**config.mk**
```make
export PLATFORM = sky130hd
export DESIGN_NAME = lock_event_monitor
export DESIGN_NICKNAME = d
export VERILOG_FILES = /design/src/rtl/lock_event_monitor.sv
export SDC_FILE = /design/constraint.sdc
export NUM_CORES = 1
export LEC_CHECK = 0
export BUFFER_PORTS_ARGS = -buffer_cell sky130_fd_sc_hd__clkbuf_2
export CORE_MARGIN = 1.5
export CORE_UTILIZATION = 41
export CTS_BUF_LIST = sky130_fd_sc_hd__clkbuf_4 sky130_fd_sc_hd__clkbuf_8
export DETAILED_ROUTE_END_ITERATION = 12
export SLEW_MARGIN = 20
export SYNTH_ARGS = -nofsm -noshare
export SYNTH_HDL_FRONTEND = slang
export SYNTH_SLANG_ARGS = --single-unit
```
**constraint.sdc**
```tcl
create_clock -name clk_ref -period 9.3 [get_ports clk_ref]
set_input_delay 1.395 -clock clk_ref [delete_from_list [all_inputs] [get_ports clk_ref]]
set_output_delay 1.395 -clock clk_ref [all_outputs]
set_load 0.01 [all_outputs]
```
**src/rtl/lock_event_monitor.sv**
```systemverilog
// Lock-loss monitor: synchronizes and debounces an async PLL/MMCM locked flag, counts confirmed
// losses and measures unlock durations in clk_ref cycles. Optional timestamps: LOCK_MON_TIMESTAMP_EN.
module lock_event_monitor #(
  parameter int SYNC_STAGES     = 2,
  parameter int DEBOUNCE_CYCLES = 4,
  parameter int CNT_WIDTH       = 32,
  parameter int DUR_WIDTH       = 24,
  parameter int TS_WIDTH        = 48
) (
  input  logic                 clk_ref,
  input  logic                 reset_in,
  input  logic                 locked,
  input  logic                 clear,
  output logic                 locked_stable,
  output logic                 unlock_pulse,
  output logic                 relock_pulse,
  output logic [CNT_WIDTH-1:0] unlocks,
  output logic [DUR_WIDTH-1:0] last_unlock_len,
  output logic [DUR_WIDTH-1:0] max_unlock_len
`ifdef LOCK_MON_TIMESTAMP_EN
  ,
  output logic [TS_WIDTH-1:0]  timestamp,
  output logic [TS_WIDTH-1:0]  loss_timestamp
`endif
);

  localparam int DB_W = $clog2(DEBOUNCE_CYCLES + 1);
  localparam logic [DB_W-1:0] DB_LAST = DB_W'(DEBOUNCE_CYCLES);

  typedef enum logic [1:0] {UNLOCKED, GAIN_DB, LOCKED, LOSS_DB} state_e;

  if (SYNC_STAGES < 2 || DEBOUNCE_CYCLES < 1 || TS_WIDTH < 1) begin : g_param_check
    $error("lock_event_monitor: invalid parameter values");
  end

  function automatic logic [CNT_WIDTH-1:0] sat_inc_cnt(input logic [CNT_WIDTH-1:0] v);
    return (&v) ? v : v + CNT_WIDTH'(1);
  endfunction

  function automatic logic [DUR_WIDTH-1:0] sat_inc_dur(input logic [DUR_WIDTH-1:0] v);
    return (&v) ? v : v + DUR_WIDTH'(1);
  endfunction

  function automatic logic [DUR_WIDTH-1:0] dur_max(input logic [DUR_WIDTH-1:0] a,
                                                   input logic [DUR_WIDTH-1:0] b);
    return (a > b) ? a : b;
  endfunction

  logic [SYNC_STAGES-1:0] sync_q;
  state_e                 state_q, state_d;
  logic [DB_W-1:0]        db_cnt_q, db_cnt_d;
  logic [DUR_WIDTH-1:0]   dur_q, dur_d, dur_run;
  logic [CNT_WIDTH-1:0]   unlocks_q, unlocks_d;
  logic [DUR_WIDTH-1:0]   last_q, last_d, max_q, max_d;
  logic                   had_loss_q, had_loss_d;
  logic                   unlock_pulse_q, relock_pulse_q;
  logic                   loss_evt, gain_evt, s;

  assign s = sync_q[SYNC_STAGES-1];

  always_comb begin
    state_d  = state_q;
    db_cnt_d = db_cnt_q;
    loss_evt = 1'b0;
    gain_evt = 1'b0;
    unique case (state_q)
      UNLOCKED: if (s) begin
        state_d  = GAIN_DB;
        db_cnt_d = DB_W'(1);
      end
      GAIN_DB: if (!s) begin
        state_d = UNLOCKED;
      end else if (db_cnt_q == DB_LAST) begin
        state_d  = LOCKED;
        gain_evt = 1'b1;
      end else begin
        db_cnt_d = db_cnt_q + DB_W'(1);
      end
      LOCKED: if (!s) begin
        state_d  = LOSS_DB;
        db_cnt_d = DB_W'(1);
      end
      LOSS_DB: if (s) begin
        state_d = LOCKED;
      end else if (db_cnt_q == DB_LAST) begin
        state_d  = UNLOCKED;
        loss_evt = 1'b1;
      end else begin
        db_cnt_d = db_cnt_q + DB_W'(1);
      end
      default: state_d = UNLOCKED;
    endcase
  end

  // Duration counts every cycle spent unlocked, including the relock cycle itself.
  always_comb begin
    dur_run    = (state_q == UNLOCKED || state_q == GAIN_DB) ? sat_inc_dur(dur_q) : dur_q;
    dur_d      = loss_evt ? '0 : dur_run;
    had_loss_d = had_loss_q | loss_evt;
    unlocks_d  = clear ? '0 : unlocks_q;
    last_d     = clear ? '0 : last_q;
    max_d      = clear ? '0 : max_q;
    if (loss_evt) unlocks_d = sat_inc_cnt(unlocks_d);
    if (gain_evt && had_loss_q) begin
      last_d = dur_run;
      max_d  = dur_max(max_d, dur_run);
    end
  end

  always_ff @(posedge clk_ref or posedge reset_in) begin
    if (reset_in) begin
      sync_q         <= '0;
      state_q        <= UNLOCKED;
      db_cnt_q       <= '0;
      dur_q          <= '0;
      unlocks_q      <= '0;
      last_q         <= '0;
      max_q          <= '0;
      had_loss_q     <= 1'b0;
      unlock_pulse_q <= 1'b0;
      relock_pulse_q <= 1'b0;
    end else begin
      sync_q         <= {sync_q[SYNC_STAGES-2:0], locked};
      state_q        <= state_d;
      db_cnt_q       <= db_cnt_d;
      dur_q          <= dur_d;
      unlocks_q      <= unlocks_d;
      last_q         <= last_d;
      max_q          <= max_d;
      had_loss_q     <= had_loss_d;
      unlock_pulse_q <= loss_evt;
      relock_pulse_q <= gain_evt;
    end
  end

  assign locked_stable   = (state_q == LOCKED) || (state_q == LOSS_DB);
  assign unlock_pulse    = unlock_pulse_q;
  assign relock_pulse    = relock_pulse_q;
  assign unlocks         = unlocks_q;
  assign last_unlock_len = last_q;
  assign max_unlock_len  = max_q;

`ifdef LOCK_MON_TIMESTAMP_EN
  logic [TS_WIDTH-1:0] ts_q, ts_d, loss_ts_q, loss_ts_d;

  // Capture the value the timestamp shows while unlock_pulse is high.
  always_comb begin
    ts_d      = ts_q + TS_WIDTH'(1);
    loss_ts_d = loss_evt ? ts_d : (clear ? '0 : loss_ts_q);
  end

  always_ff @(posedge clk_ref or posedge reset_in) begin
    if (reset_in) begin
      ts_q      <= '0;
      loss_ts_q <= '0;
    end else begin
      ts_q      <= ts_d;
      loss_ts_q <= loss_ts_d;
    end
  end

  assign timestamp      = ts_q;
  assign loss_timestamp = loss_ts_q;
`endif

endmodule

```
==> flow_summary.json, run 1 <==
{
  "fin_skew_ns": 0.0121,
  "post-route-period-util_pct": 47.7,
  "cts_resized": 0,
  "coreArea_mm2": 0.0145,
  "clock_latency_ns": 0.45,
  "ys_seq_area_share_pct": 47.0,
  "dieArea_mm2": 0.0156,
  "pin_count": 87,
  "die_x_um": 125,
  "antenna_cells": 0,
  "finalHoldViolCount": 0,
  "grt-busiest-layer": "met2",
  "syn_nets": 628,
  "yosysWarnings": 0,
  "min_period_ns": 4.43,
  "first_global_vias": 4549,
  "relSlewSlack_pct": 48.7,
  "synth_edf_count": 0,
  "gr-usage-met3_pct": 4.34,
  "die_y_um": 125,
  "dpl-instance-area_mm2": 0.00667,
  "rsz0062_at_grt": "false",
  "antenna_left": 0,
  "setup_violations": 0,
  "dr_total_vias": 4608,
  "layout_commonest_cell": "dfrtp_1",
  "syn_area_mm2": 0.00607,
  "area_growth_pct": 16.7,
  "maxCapViolCount": 0,
  "worstPathRequired_ns": 9.66,
  "multi_input_area_mm2": 0.00300,
  "cts-root-buf": "clkbuf_8",
  "cts_setup_buffers": 0,
  "port_buffers": 86,
  "worstMarginPinSlew_ns": 0.769,
  "wl_per_cell_um": 15.3,
  "power_density_mw_per_mm2": 176,
  "fillers": 1357,
  "holdCritPathClass": "reg2reg",
  "place_congestion": 0.831,
  "crit_fanout": 16,
  "first_pass_iters": 4,
  "drt_wl_total_um": 13500,
  "nets": 716,
  "drv_slew": 0,
  "core.rowCount": 44,
  "startpoint_type": "register",
  "critical_path_arrival_ns": 4.79,
  "ir_worst_vdd_mv": 0.0787,
  "grt_use_total_pct": 18.0,
  "synth_area_per_cell_um2": 10.2,
  "fin_tns_setup_ns": 0,
  "numCtsBuffers": 17,
  "cts_tree": "yes",
  "synth_cell_types": 59,
  "grt_pass1_wl_um": 22700,
  "p_leak_nw": 3.53,
  "postSynth.asyncResetShare_pct": 100,
  "critPathCaptureType": "register",
  "ys_ff_latch": 114,
  "start_util_pct": 41.9,
  "register_area_mm2": 0.00285,
  "grt_start_max_net_pins": 90,
  "drc": 0,
  "stdcell_area_mm2": 0.00709,
  "most-common-layout-cells": "114 x dfrtp_1, 86 x clkbuf_2, 57 x nor2_1, 36 x nand2_1",
  "vias_per_cell": 5.23,
  "synth-main-ff-cell": "dfrtp_1",
  "path_class": "reg2reg",
  "synthCells": 596,
  "fmax_mhz": 226,
  "antenna_found_initial": 0,
  "drive_gt1_share_pct": 21.4,
  "cts_hold_buf": 0,
  "total_power_mw": 1.25,
  "met1_usage_pct": 23.5,
  "cts_htree_levels": 4,
  "clk_pin_slew_ns": 0.07,
  "drt-initial-drc-count": 244,
  "met2_usage_pct": 28.9,
  "gr-total-overflow": 0,
  "run_status": "complete, no violations",
  "hpwlAfterDp_um": 9210,
  "clockBufferDepth": 2,
  "clkSinkCount": 114
}
==> kinds of logic after synthesis <==
family          count (synthesis)  synth area share [%]
compound gates                 64                  6.65
simple gates                  261                  25.3
xor+xnor                       44                  6.47
fa+ha+maj                      28                  5.77
mux                            30                  5.07
flops                         114                  47.0
buf+inv                        55                  3.73
==> worst max-delay path, cell delays in order, from the launching register on <==
cell	delay [ns]
dfrtp_1	0.39
ha_1	0.19
nand2_1	0.10
or4_1	0.60
nor2_4	0.20
nor4_1	0.09
xnor2_1	0.42
ha_1	0.34
a21oi_1	0.16
o21ai_0	0.11
a221oi_1	0.32
o211ai_1	0.19
a221oi_4	0.58
buf_4	0.42
mux2i_1	0.24
==> synthesized netlist by cell type, types with 18 or more instances <==
cell	instances	share of area [%]
dfrtp_1	114	47
ha_1	28	5.8
inv_1	33	2.0
mux2i_1	26	4.3
nand2_1	36	2.2
nand2b_1	31	3.2
nand3_1	26	2.1
nand3b_1	25	3.1
nor2_1	58	3.6
o21ai_0	32	2.6
xnor2_1	25	3.6
xor2_1	18	2.6
==> area by class of cell <==
cell class	count	share of cell area, %
inverters	33	1.78
repair buffers	91	6.60
clock inverters	10	1.87
well taps	184	3.25
flip-flops and latches	114	40.2
multi-input cells	427	42.3
clock buffers	22	4.01
==> per-stage QoR <==
step	setup WS (ns)	instances	hold slack, ns	util [%]
after CTS	4.87	881	0.357	49.0
after global placement	4.62	849	0.351	46.1
after global routing	4.54	881	0.359	49.0
final	4.87	881	0.353	49.0
after detailed placement	4.47	849	0.340	46.1
after floorplan	4.89	596	0.331	-
==> per-layer routing <==
layer | part of all wire (%) | wire [µm]
met1 | 48 | 6450
met2 | 47 | 6360
met3 | 3.6 | 480
met4 | 1.6 | 217
met5 | 0 | 0
==> power breakdown <==
| group | internal (mW) | switching, mW |
|---|---|---|
| combinational | 0.0744 | 0.127 |
| clock | 0.286 | 0.204 |
| sequential | 0.525 | 0.0340 |
| total | 0.886 | 0.365 |
==> flip-flops by register name, summed over array words and instances (netlist names), named ones only <==
signal and flops:
relock_pulse 1, sync_q 2, last_unlock_len 24, dur_q 24
state_q 1, had_loss_q 1, unlock_pulse 1, db_cnt_q 3
unlocks 32, max_unlock_len 24
==> path summary, 6_finish.rpt <==
| path | start | to | slack [ns] | depth (start not counted) |
|---|---|---|---|---|
| worst min-delay path | sync_q[0] | sync_q[1] | 0.35 | 0 |
| worst min register to register | sync_q[0] | sync_q[1] | 0.35 | 0 |
| max in group asynchronous | reset_in | dur_q[18] | 7.01 | 3 |
| worst max-delay path | dur_q[0] | max_unlock_len[16] | 4.87 | 14 |
| worst max register to register | dur_q[0] | max_unlock_len[16] | 4.87 | 14 |
| min in group asynchronous | reset_in | last_unlock_len[0] | 1.05 | 2 |
Power figures use the tool's default switching activity.
==> run 2, diff against run 1 <==
Clock period 9.3 ns to 3.9 ns, I/O delays scaled along.
==> run 2 against run 1 <==
  * Routed wire length increased by 7.3%
  * Sequential power increased by 140%
  * Combinational power increased to 3.2 times the previous value
  * Core utilization increased by 3.6 points
  * Register-to-register slack got worse by 4.8 ns
  * Critical path type unchanged
  * Global-route usage increased by 0.95 points
==> flow_summary.json, run 2 (synthesis gave the netlist of run 1 again) <==
{
  "clkSinkCount": 114,
  "total_power_mw": 3.30,
  "p_leak_nw": 3.80,
  "cts_tree": "yes",
  "relSlewSlack_pct": 38.2,
  "fillers": 1332,
  "die_y_um": 125,
  "holdCritPathClass": "in2reg",
  "grt_use_total_pct": 19.0,
  "place_congestion": 0.860,
  "drc": 0,
  "numCtsBuffers": 17,
  "drv_slew": 0,
  "start_util_pct": 41.9,
  "run_status": "complete, no violations",
  "antenna_found_initial": 0,
  "core.rowCount": 44,
  "fmax_mhz": 264,
  "setup_violations": 0,
  "coreArea_mm2": 0.0145,
  "clk_pin_slew_ns": 0.07,
  "fin_skew_ns": 0.0137,
  "layout_commonest_cell": "dfrtp_1",
  "drt_wl_total_um": 14500,
  "multi_input_area_mm2": 0.00310,
  "clockBufferDepth": 2,
  "final_cells": 923,
  "rsz0062_at_grt": "true",
  "worstMarginPinSlew_ns": 0.927,
  "dp.cells": 871,
  "dr_total_vias": 4824,
  "drt-initial-drc-count": 315,
  "port_buffers": 86,
  "critPathCaptureType": "register",
  "grt_start_max_net_pins": 72,
  "maxCapViolCount": 0,
  "cts_hold_buf": 0,
  "finalHoldViolCount": 0,
  "die_x_um": 125,
  "first_global_vias": 4866,
  "post-route-period-util_pct": 97.1,
  "drive_gt1_share_pct": 28.3,
  "register_area_mm2": 0.00285,
  "wl_per_cell_um": 15.7,
  "hpwlAfterDp_um": 9920,
  "pin_count": 87,
  "path_class": "reg2reg",
  "ir_worst_vdd_mv": 0.317,
  "setup_ws_ns": 0.112,
  "antenna_cells": 0,
  "holdWs_ns": 0.254,
  "dieArea_mm2": 0.0156,
  "pre_cts_ws_ns": 0.130,
  "area_growth_pct": 25.4,
  "worstPathRequired_ns": 4.26,
  "first_pass_iters": 5,
  "stdcell_area_mm2": 0.00761,
  "startpoint_type": "register",
  "min_period_ns": 3.79,
  "cts-root-buf": "clkbuf_8",
  "power_density_mw_per_mm2": 433,
  "fin_util_pct": 52.6,
  "crit_fanout": 7,
  "gr-total-overflow": 0,
  "antenna_left": 0,
  "clock_latency_ns": 0.44,
  "vias_per_cell": 5.23,
  "largest_register_ffs": 32,
  "grt_pass1_wl_um": 24000,
  "most-common-layout-cells": "113 x dfrtp_1, 86 x clkbuf_2, 55 x nor2_1, 42 x buf_4, 35 x nand2_1",
  "fin_tns_setup_ns": 0,
  "cts_htree_levels": 4,
  "critical_path_arrival_ns": 4.15,
  "dpl-instance-area_mm2": 0.00686,
  "nets": 758
}
## run 2: timing repair
item                                    4_1_cts  5_1_grt
buffers inserted                              0       18
endpoints found under the setup margin        0       24
endpoints found under the hold margin         0        0
gates resized for setup                       0       26
## run 2: cell type report
cell class,count,area share [%]
Clock inverter,9,2.32
Clock buffer,23,3.91
Multi-Input combinational cell,427,40.7
Sequential cell,114,37.5
Timing Repair Buffer,133,10.9
Tap cell,184,3.02
Inverter,33,1.66
## run 2: path summary, 6_finish.rpt
kind	from	end	slack, ns	cells past startpoint
max in group asynchronous	reset_in	dur_q[14]	2.80	3
min in group asynchronous	reset_in	relock_pulse	0.33	2
worst max-delay path	dur_q[0]	max_unlock_len[18]	0.11	14
worst min-delay path	locked	sync_q[0]	0.25	1
worst min register to register	sync_q[0]	sync_q[1]	0.36	0
worst max register to register	dur_q[0]	max_unlock_len[18]	0.11	14
## run 2: where the power goes
group          total (mW)  switching [mW]  internal, mW  leakage (nW)
sequential           1.34          0.0845          1.25          1.57
clock                1.32           0.488         0.832         0.240
combinational       0.640           0.346         0.295          1.99
total                3.30           0.918          2.38          3.80
## run 2: per-layer routing
layer  GRT usage, %  vias up  routed length, µm
met5              0        -                  0
met4           6.36        0                252
met3           4.38       25                592
met2           30.6      119               6890
met1           25.1     2357               6760
li1               -     2323                  -
## run 2: critical path: stages, from the launching register on
cell,delay (ns)
dfrtp_1,0.41
ha_2,0.21
nand2_2,0.07
or4_4,0.51
nor2_4,0.23
nor4_1,0.09
xnor2_1,0.23
ha_1,0.30
a21oi_1,0.15
o21ai_1,0.11
a221oi_2,0.25
o211ai_1,0.18
a221oi_4,0.50
clkbuf_16,0.27
mux2i_1,0.19
